--- config.mk ---
export PLATFORM = sky130hd
export DESIGN_NAME = npu_mac_array_flat
export DESIGN_NICKNAME = d
export VERILOG_FILES = /design/src/rtl/npu_mac_array_if.sv /design/src/rtl/npu_mac_array.sv /design/src/flat_wrapper.sv
export SDC_FILE = /design/constraint.sdc
export NUM_CORES = 2
export LEC_CHECK = 0
export CORE_MARGIN = 2
export CORE_UTILIZATION = 35
export CTS_CLUSTER_DIAMETER = 150
export DETAILED_ROUTE_END_ITERATION = 10
export PLACE_DENSITY_LB_ADDON = 0.1
export SLEW_MARGIN = 20
export SYNTH_ARGS = -nofsm -noshare
export SYNTH_HDL_FRONTEND = slang
export SYNTH_SLANG_ARGS = --single-unit
--- constraint.sdc ---
create_clock -name clk -period 26.6 [get_ports clk]
set_input_delay 2.66 -clock clk [delete_from_list [all_inputs] [get_ports clk]]
set_output_delay 2.66 -clock clk [all_outputs]
set_load 0.03 [all_outputs]
--- src/rtl/npu_mac_array_if.sv ---
// Host register port of npu_mac_array: one 32-bit read or write per cycle.
interface npu_mac_array_if;
   logic        ena;
   logic        wea;
   logic [15:0] addra;
   logic [31:0] dina;
   logic [31:0] douta;

   modport master (output ena, wea, addra, dina, input douta);
   modport slave  (input ena, wea, addra, dina, output douta);
endinterface

--- src/rtl/npu_mac_array.sv ---
// Host-mapped NUM_PE-lane signed MAC engine with post-processing and output FIFO.
// Optional NPU_MAC_SAT_EN: saturate the 16-bit output stage instead of wrapping it.
module npu_mac_array #(
   parameter int NUM_PE      = 4,
   parameter int ACC_W       = 24,
   parameter int K_MAX       = 9,
   parameter int OFIFO_DEPTH = 8
) (
   input logic            clk,
   input logic            rst,
   npu_mac_array_if.slave host_if
);
   localparam int PW = ACC_W + 2;
   localparam int AW = $clog2(OFIFO_DEPTH);
   localparam int LW = (NUM_PE > 1) ? $clog2(NUM_PE) : 1;

`ifdef NPU_MAC_SAT_EN
   localparam logic signed [PW-1:0] SAT_MAX = PW'(32'sd32767);
   localparam logic signed [PW-1:0] SAT_MIN = PW'(-32'sd32768);
`endif

   typedef enum logic [2:0] {
      S_IDLE   = 3'd0,
      S_MAC    = 3'd1,
      S_REDUCE = 3'd2,
      S_POST   = 3'd3,
      S_PUSH   = 3'd4
   } state_t;

   state_t                  state_q, state_d;
   logic [7:0]              act_q [NUM_PE];
   logic [7:0]              wgt_q [NUM_PE];
   logic signed [ACC_W-1:0] acc_q [NUM_PE];
   logic [3:0]              tap_q;
   logic [3:0]              cfg_taps_q;
   logic                    cfg_relu_q;
   logic                    cfg_act_signed_q;
   logic [2:0]              cfg_shift_q;
   logic                    cfg_mode_q;
   logic signed [PW-1:0]    sum_q;
   logic [31:0]             res_q [NUM_PE];
   logic                    indep_q;
   logic [LW-1:0]           push_idx_q;
   logic [31:0]             fifo_mem_q [OFIFO_DEPTH];
   logic [AW-1:0]           wr_ptr_q, rd_ptr_q;
   logic [AW:0]             count_q;
   logic                    err_busy_q, err_under_q;
   logic [31:0]             douta_q;

   logic [2:0]              sel_s;
   logic                    wr_s, rd_s, cmd_wr_s;
   logic                    clr_s, flush_s, step_s, step_go_s;
   logic                    status_rd_s, res_rd_s;
   logic                    busy_s, full_s, empty_s;
   logic                    push_s, fifo_wr_s, pop_s, last_word_s;
   logic [3:0]              taps_eff_s;
   logic [8:0]              ext_act_s  [NUM_PE];
   logic signed [16:0]      prod_s     [NUM_PE];
   logic signed [ACC_W-1:0] acc_next_s [NUM_PE];
   logic signed [PW-1:0]    sum_s;
   logic [31:0]             post_lane_s [NUM_PE];
   logic [31:0]             post_sum_s;
   logic [31:0]             status_s;
   logic [31:0]             rdata_s;
   logic                    unused_bus_s;

   // Shift, ReLU, then limit to 16 bits; result returned sign-extended to 32 bits.
   function automatic logic [31:0] post_fn(input logic signed [PW-1:0] x,
                                           input logic [2:0]           sh,
                                           input logic                 relu);
      logic signed [PW-1:0] shifted;
      logic signed [PW-1:0] s;
      logic [15:0]          r;
      shifted = x >>> sh;
      if (relu && shifted[PW-1]) begin
         s = {PW{1'b0}};
      end else begin
         s = shifted;
      end
`ifdef NPU_MAC_SAT_EN
      if (s > SAT_MAX) begin
         r = 16'h7FFF;
      end else if (s < SAT_MIN) begin
         r = 16'h8000;
      end else begin
         r = s[15:0];
      end
`else
      r = s[15:0];
`endif
      return {{16{r[15]}}, r};
   endfunction

   assign sel_s        = host_if.addra[14:12];
   assign unused_bus_s = ^{host_if.addra[15], host_if.addra[11:0], host_if.dina[31:12]};
   assign wr_s         = host_if.ena & host_if.wea;
   assign rd_s         = host_if.ena & ~host_if.wea;
   assign cmd_wr_s     = wr_s & (sel_s == 3'd3);
   // CLR excludes FLUSH and STEP; FLUSH excludes STEP.
   assign clr_s        = cmd_wr_s & host_if.dina[1];
   assign flush_s      = cmd_wr_s & ~host_if.dina[1] & host_if.dina[2];
   assign step_s       = cmd_wr_s & ~host_if.dina[1] & ~host_if.dina[2] & host_if.dina[0];
   assign status_rd_s  = rd_s & (sel_s == 3'd5);
   assign res_rd_s     = rd_s & (sel_s == 3'd6);
   assign busy_s       = (state_q != S_IDLE);
   assign step_go_s    = step_s & ~busy_s;
   assign full_s       = (count_q == (AW+1)'(OFIFO_DEPTH));
   assign empty_s      = (count_q == {(AW+1){1'b0}});
   assign last_word_s  = indep_q ? (push_idx_q == LW'(NUM_PE - 1)) : 1'b1;
   assign push_s       = (state_q == S_PUSH) & ~full_s & ~clr_s;
   assign fifo_wr_s    = push_s & ~flush_s;
   assign pop_s        = res_rd_s & ~empty_s;
   assign host_if.douta = douta_q;

   // Effective tap count: 0 means 1, anything above K_MAX is clamped.
   always_comb begin
      if (cfg_taps_q == 4'd0) begin
         taps_eff_s = 4'd1;
      end else if (cfg_taps_q > 4'(K_MAX)) begin
         taps_eff_s = 4'(K_MAX);
      end else begin
         taps_eff_s = cfg_taps_q;
      end
   end

   // Per-lane 9x8 product, next accumulator, lane sum and post-processed values.
   always_comb begin
      sum_s = {PW{1'b0}};
      for (int p = 0; p < NUM_PE; p++) begin
         ext_act_s[p]   = {cfg_act_signed_q & act_q[p][7], act_q[p]};
         prod_s[p]      = $signed({{8{ext_act_s[p][8]}}, ext_act_s[p]}) *
                          $signed({{9{wgt_q[p][7]}}, wgt_q[p]});
         acc_next_s[p]  = acc_q[p] + {{(ACC_W-17){prod_s[p][16]}}, prod_s[p]};
         sum_s          = sum_s + {{2{acc_q[p][ACC_W-1]}}, acc_q[p]};
         post_lane_s[p] = post_fn({{2{acc_q[p][ACC_W-1]}}, acc_q[p]}, cfg_shift_q, cfg_relu_q);
      end
      post_sum_s = post_fn(sum_q, cfg_shift_q, cfg_relu_q);
   end

   // Next-state logic; CLR aborts from any state.
   always_comb begin
      state_d = state_q;
      if (clr_s) begin
         state_d = S_IDLE;
      end else begin
         case (state_q)
            S_IDLE: begin
               if (step_go_s) state_d = S_MAC;
               else           state_d = S_IDLE;
            end
            S_MAC: begin
               if ((tap_q + 4'd1) >= taps_eff_s) state_d = S_REDUCE;
               else                              state_d = S_IDLE;
            end
            S_REDUCE: state_d = S_POST;
            S_POST:   state_d = S_PUSH;
            S_PUSH: begin
               if (push_s && last_word_s) state_d = S_PUSH == S_PUSH ? S_IDLE : S_PUSH;
               else                       state_d = S_PUSH;
            end
            default:  state_d = S_IDLE;
         endcase
      end
   end

   // Read mux for the registered read port.
   always_comb begin
      status_s = {16'h0000, 8'(count_q), 3'b000, err_under_q, err_busy_q, full_s, empty_s, busy_s};
      case (sel_s)
         3'd5:    rdata_s = status_s;
         3'd6:    rdata_s = empty_s ? 32'h0000_0000 : fifo_mem_q[rd_ptr_q];
         default: rdata_s = 32'h0000_0000;
      endcase
   end

   // FSM state register.
   always_ff @(posedge clk or posedge rst) begin
      if (rst) state_q <= S_IDLE;
      else     state_q <= state_d;
   end

   // Host-written operand and configuration registers.
   always_ff @(posedge clk or posedge rst) begin
      if (rst) begin
         for (int p = 0; p < NUM_PE; p++) begin
            act_q[p] <= 8'h00;
            wgt_q[p] <= 8'h00;
         end
         cfg_taps_q       <= 4'd0;
         cfg_relu_q       <= 1'b0;
         cfg_act_signed_q <= 1'b0;
         cfg_shift_q      <= 3'd0;
         cfg_mode_q       <= 1'b0;
      end else if (wr_s) begin
         for (int p = 0; p < NUM_PE; p++) begin
            if (sel_s == 3'd1) act_q[p] <= host_if.dina[8*p +: 8];
            if (sel_s == 3'd2) wgt_q[p] <= host_if.dina[8*p +: 8];
         end
         if (sel_s == 3'd4) begin
            cfg_taps_q       <= host_if.dina[3:0];
            cfg_relu_q       <= host_if.dina[4];
            cfg_act_signed_q <= host_if.dina[5];
            cfg_shift_q      <= host_if.dina[10:8];
            cfg_mode_q       <= host_if.dina[11];
         end
      end
   end

   // Accumulators, tap counter and the reduce/post/push pipeline registers.
   always_ff @(posedge clk or posedge rst) begin
      if (rst) begin
         for (int p = 0; p < NUM_PE; p++) begin
            acc_q[p] <= {ACC_W{1'b0}};
            res_q[p] <= 32'h0000_0000;
         end
         tap_q      <= 4'd0;
         sum_q      <= {PW{1'b0}};
         indep_q    <= 1'b0;
         push_idx_q <= {LW{1'b0}};
      end else begin
         if (clr_s || (push_s && last_word_s)) begin
            for (int p = 0; p < NUM_PE; p++) acc_q[p] <= {ACC_W{1'b0}};
            tap_q <= 4'd0;
         end else if (state_q == S_MAC) begin
            for (int p = 0; p < NUM_PE; p++) acc_q[p] <= acc_next_s[p];
            tap_q <= tap_q + 4'd1;
         end
         if (state_q == S_REDUCE) sum_q <= sum_s;
         if (state_q == S_POST) begin
            indep_q    <= cfg_mode_q;
            push_idx_q <= {LW{1'b0}};
            for (int p = 0; p < NUM_PE; p++) begin
               if (cfg_mode_q)  res_q[p] <= post_lane_s[p];
               else if (p == 0) res_q[p] <= post_sum_s;
               else             res_q[p] <= 32'h0000_0000;
            end
         end else if (push_s) begin
            push_idx_q <= push_idx_q + LW'(1'b1);
         end
      end
   end

   // FIFO pointers and occupancy; FLUSH overrides a simultaneous push.
   always_ff @(posedge clk or posedge rst) begin
      if (rst) begin
         wr_ptr_q <= {AW{1'b0}};
         rd_ptr_q <= {AW{1'b0}};
         count_q  <= {(AW+1){1'b0}};
      end else if (flush_s) begin
         wr_ptr_q <= {AW{1'b0}};
         rd_ptr_q <= {AW{1'b0}};
         count_q  <= {(AW+1){1'b0}};
      end else begin
         if (fifo_wr_s) wr_ptr_q <= wr_ptr_q + AW'(1'b1);
         if (pop_s)     rd_ptr_q <= rd_ptr_q + AW'(1'b1);
         case ({fifo_wr_s, pop_s})
            2'b10:   count_q <= count_q + (AW+1)'(1'b1);
            2'b01:   count_q <= count_q - (AW+1)'(1'b1);
            default: count_q <= count_q;
         endcase
      end
   end

   // FIFO storage; contents are only observable through count, so no reset.
   always_ff @(posedge clk) begin
      if (fifo_wr_s) fifo_mem_q[wr_ptr_q] <= res_q[push_idx_q];
   end

   // Sticky error flags (cleared by a STATUS read) and registered read data.
   always_ff @(posedge clk or posedge rst) begin
      if (rst) begin
         err_busy_q  <= 1'b0;
         err_under_q <= 1'b0;
         douta_q     <= 32'h0000_0000;
      end else begin
         if (status_rd_s) begin
            err_busy_q  <= 1'b0;
            err_under_q <= 1'b0;
         end else begin
            if (step_s && busy_s)    err_busy_q  <= 1'b1;
            if (res_rd_s && empty_s) err_under_q <= 1'b1;
         end
         if (rd_s) douta_q <= rdata_s;
      end
   end
endmodule

--- src/flat_wrapper.sv ---
// flat-port wrapper written by rule: the top's interface ports become plain ports
module npu_mac_array_flat 
#(
   parameter int NUM_PE      = 4,
   parameter int ACC_W       = 24,
   parameter int K_MAX       = 9,
   parameter int OFIFO_DEPTH = 8
)
  (clk, rst, host_if_ena, host_if_wea, host_if_addra, host_if_dina, host_if_douta);
  npu_mac_array_if host_if_i ();
  input logic clk;
  input logic rst;
  input wire logic [$bits(host_if_i.ena)-1:0] host_if_ena;
  input wire logic [$bits(host_if_i.wea)-1:0] host_if_wea;
  input wire logic [$bits(host_if_i.addra)-1:0] host_if_addra;
  input wire logic [$bits(host_if_i.dina)-1:0] host_if_dina;
  output wire logic [$bits(host_if_i.douta)-1:0] host_if_douta;
  assign host_if_i.ena = host_if_ena;
  assign host_if_i.wea = host_if_wea;
  assign host_if_i.addra = host_if_addra;
  assign host_if_i.dina = host_if_dina;
  assign host_if_douta = host_if_i.douta;
  npu_mac_array #(.NUM_PE(NUM_PE), .ACC_W(ACC_W), .K_MAX(K_MAX), .OFIFO_DEPTH(OFIFO_DEPTH)) u_core (.clk(clk), .rst(rst), .host_if(host_if_i));
endmodule
==> flow_metrics.tcl <==
set metrics [dict create \
    yosysWarnings 0 \
    min_path_type "reg -> reg" \
    synth_top_cell_by_area "dfrtp_1" \
    htree_levels 2 \
    tns_ps 0 \
    yosysUniqueCellTypes 81 \
    cts_resized 0 \
    rsz0062_at_grt "false" \
    yosysMostFrequentCell "inv_1" \
    syn2layout_area_growth_pct 10.8 \
    wl_per_cell_um 19.0 \
    ys_ff_latch 424 \
    clkSinkCount 424 \
    nets 4244 \
    async_flop_share 0.698 \
    wl_um 96300 \
    post-route-drc-count 0 \
    start_util 0.352 \
    worstHoldPathCells 2 \
    skew_ps 25.8 \
    antenna_found_initial 4 \
    hpwlAfterDp_um 73000 \
    cts_root_buffer "clkbuf_16" \
    ant_nets 0 \
    cts_tree "done" \
    status "complete, no violations" \
    reg2reg_depth 23 \
    fillers 10551 \
    gr-usage-all-layers 0.181 \
    synthCells 3628 \
    synth-seq-area-share 0.304 \
    fin_crit_sh 0.277 \
    fin_crit_ps 7370 \
    grt_max_degree 86 \
    worst_setup_path_end_kind "flop" \
    ys.flop_type "dfrtp_1" \
    grt_overflow 0 \
    rrSetupSlack_ps 19230 \
    drtIter0Drc 1328 \
    rr_endpoint "u_core.acc_q[95]" \
    max-slew-margin-rel 0.245 \
    holdPathEnd "u_core.res_q[33]" \
    synth_edf_count 128 \
    setup_viol 0 \
    criticalPathCategory "reg -> reg" \
    gp_congestion 0.828 \
    cts-buffers-inserted 52 \
    synth.avg_cell_area_um2 10.2 \
    die_y_um 329 \
    grt_pass1_vias 26061 \
    hold_start "u_core.res_q[33]" \
    grt_pass1_wl_um 154000 \
    drtPass1Iterations 5 \
    finalHoldViolations 0 \
    fp.dieW_um 329 \
    synth_top_area_share 0.200 \
    clk_latency_ps 630 \
    critical_path.max_fanout 9 \
    yosys-top-cells-area "dfrtp_1 (20%), fa_1 (16%), edfxtp_1 (10%)" \
    path_clk_slew_ps 60 \
    maxCapViolCount 0 \
    rows 119 \
    ios 84 \
    arrival_ps 7910 \
    ctsHoldBuffers 0 \
    worst_pin_slew_ps 1120 \
    syn_nets 4235 \
    drive_gt1_frac 0.0886 \
    core_um2 105000 \
    cts_setup_buffers 0 \
    required_ps 27140 \
    timing.rr.start "u_core.wgt_q[31]" \
    synth_common_cells "inv_1 (426), nand2_1 (340), fa_1 (298), dfrtp_1 (296), ha_1 (257)" \
    die_area_um2 108000 \
    ctsLongestPathBuffers 3 \
    crit_path_start_kind "flop" \
    viasPerCell 5.02 \
    portBuffers 70 \
    fmaxAchievable_mhz 136 \
    vias 25451 \
    drv_slew 0 \
    netlist_area_um2 37000 \
]
layout make-up:
type / instances / area, um^2 / share of cell area
Antenna cell: 2 / 5.00 / 0.000122
Clock inverter: 31 / 418 / 0.0102
Multi-Input combinational cell: 2621 / 23500 / 0.574
Tap cell: 1391 / 1740 / 0.0425
Inverter: 432 / 1630 / 0.0398
Timing Repair Buffer: 106 / 971 / 0.0237
Clock buffer: 67 / 1410 / 0.0344
Sequential cell: 424 / 11300 / 0.275
layer usage:
layer,up-vias,share of wire,track usage
met5,-,0.00013,0
met4,2,0.023,0.0414
met3,108,0.030,0.0205
met2,309,0.46,0.294
met1,12569,0.49,0.258
li1,12463,-,-
cell usage in the layout, fill, tap and decap left out, types with 13 or more instances in the layout:
master / count
a211oi_1: 42
a21o_1: 46
a21oi_1: 153
a22o_1: 15
and2_1: 181
and3_1: 26
buf_4: 36
clkbuf_16: 52
clkdlybuf4s50_1: 70
clkinv_2: 13
dfrtp_1: 292
edfxtp_1: 128
fa_1: 298
ha_1: 257
inv_1: 425
mux2_2: 80
mux2i_1: 169
mux4_2: 72
nand2_1: 340
nand2b_1: 25
nand3_1: 48
nor2_1: 159
nor2b_1: 23
nor3_1: 32
o21a_1: 31
o21ai_0: 242
o21bai_1: 18
or3_1: 14
xnor2_1: 100
xor2_1: 64
critical path, cell delays in order (launching register included):
cell,delay [ps]
dfrtp_1,450
clkinv_1,330
fa_1,590
fa_1,510
inv_1,50
fa_1,550
inv_1,60
fa_1,470
inv_1,40
ha_1,330
o21ai_0,100
nor2_1,220
o41ai_2,120
o21ai_0,350
o41ai_2,110
xnor2_1,680
ha_1,420
and3_1,290
a2111o_1,430
o21bai_1,190
a21oi_1,120
xnor2_1,530
a21oi_1,150
o22ai_1,160
sequential cells by signal, summed over array words and instances, names as in the netlist, 2 cells and up:
register and count:
u_core.wgt_q 32, u_core.acc_q 96, u_core.act_q 32, u_core.push_idx_q 2
u_core.wr_ptr_q 3, u_core.tap_q 4, u_core.cfg_taps_q 4, u_core.state_q 3
u_core.count_q 4, u_core.res_q 64, u_core.fifo_mem_q 128, u_core.host_if.douta 16
u_core.sum_q 24, u_core.rd_ptr_q 3, u_core.cfg_shift_q 3
metrics by stage:
step | setup slack, ps | util | cells | area [um^2] | hold WS (ps)
final | 19230 | 0.390 | 5074 | 41000 | 474
after floorplan | 15760 | - | 3628 | 37000 | 444
after global placement | 19170 | 0.372 | 4974 | 39100 | 457
after detailed placement | 19200 | 0.372 | 4974 | 39100 | 466
after global routing | 18740 | 0.390 | 5072 | 41000 | 505
after CTS | 19170 | 0.390 | 5072 | 41000 | 480
logic make-up (layout without fill, tap and decap cells):
kind of cell | count (synthesis) | after routing | synth area share
AOI/OAI and AO/OA | 678 | 678 | 0.116
xor gates and xnor gates | 164 | 164 | 0.0388
adders and majority gates | 555 | 555 | 0.248
buffers and inverters | 583 | 636 | 0.0613
DFF | 424 | 424 | 0.304
muxes | 321 | 321 | 0.114
other | 0 | 2 | 0
and+or+nand+nor | 903 | 903 | 0.117
worst max path at each step:
| stage | start | end | slack, ps | depth (start not counted) |
|---|---|---|---|---|
| final | u_core.wgt_q[31] | u_core.acc_q[95] | 19230 | 23 |
| after CTS | u_core.wgt_q[31] | u_core.acc_q[95] | 19170 | 23 |
| after global placement | u_core.wgt_q[31] | u_core.acc_q[95] | 19170 | 24 |
| after floorplan | rst | u_core.acc_q[0] | 15760 | 1 |
| after detailed placement | u_core.wgt_q[31] | u_core.acc_q[95] | 19200 | 24 |
| after global routing | u_core.wgt_q[31] | u_core.acc_q[95] | 18740 | 24 |
Power is left out: the tool's default activity adds up to more than one toggle a clock period on the data nets, which glitch-free logic cannot reach.
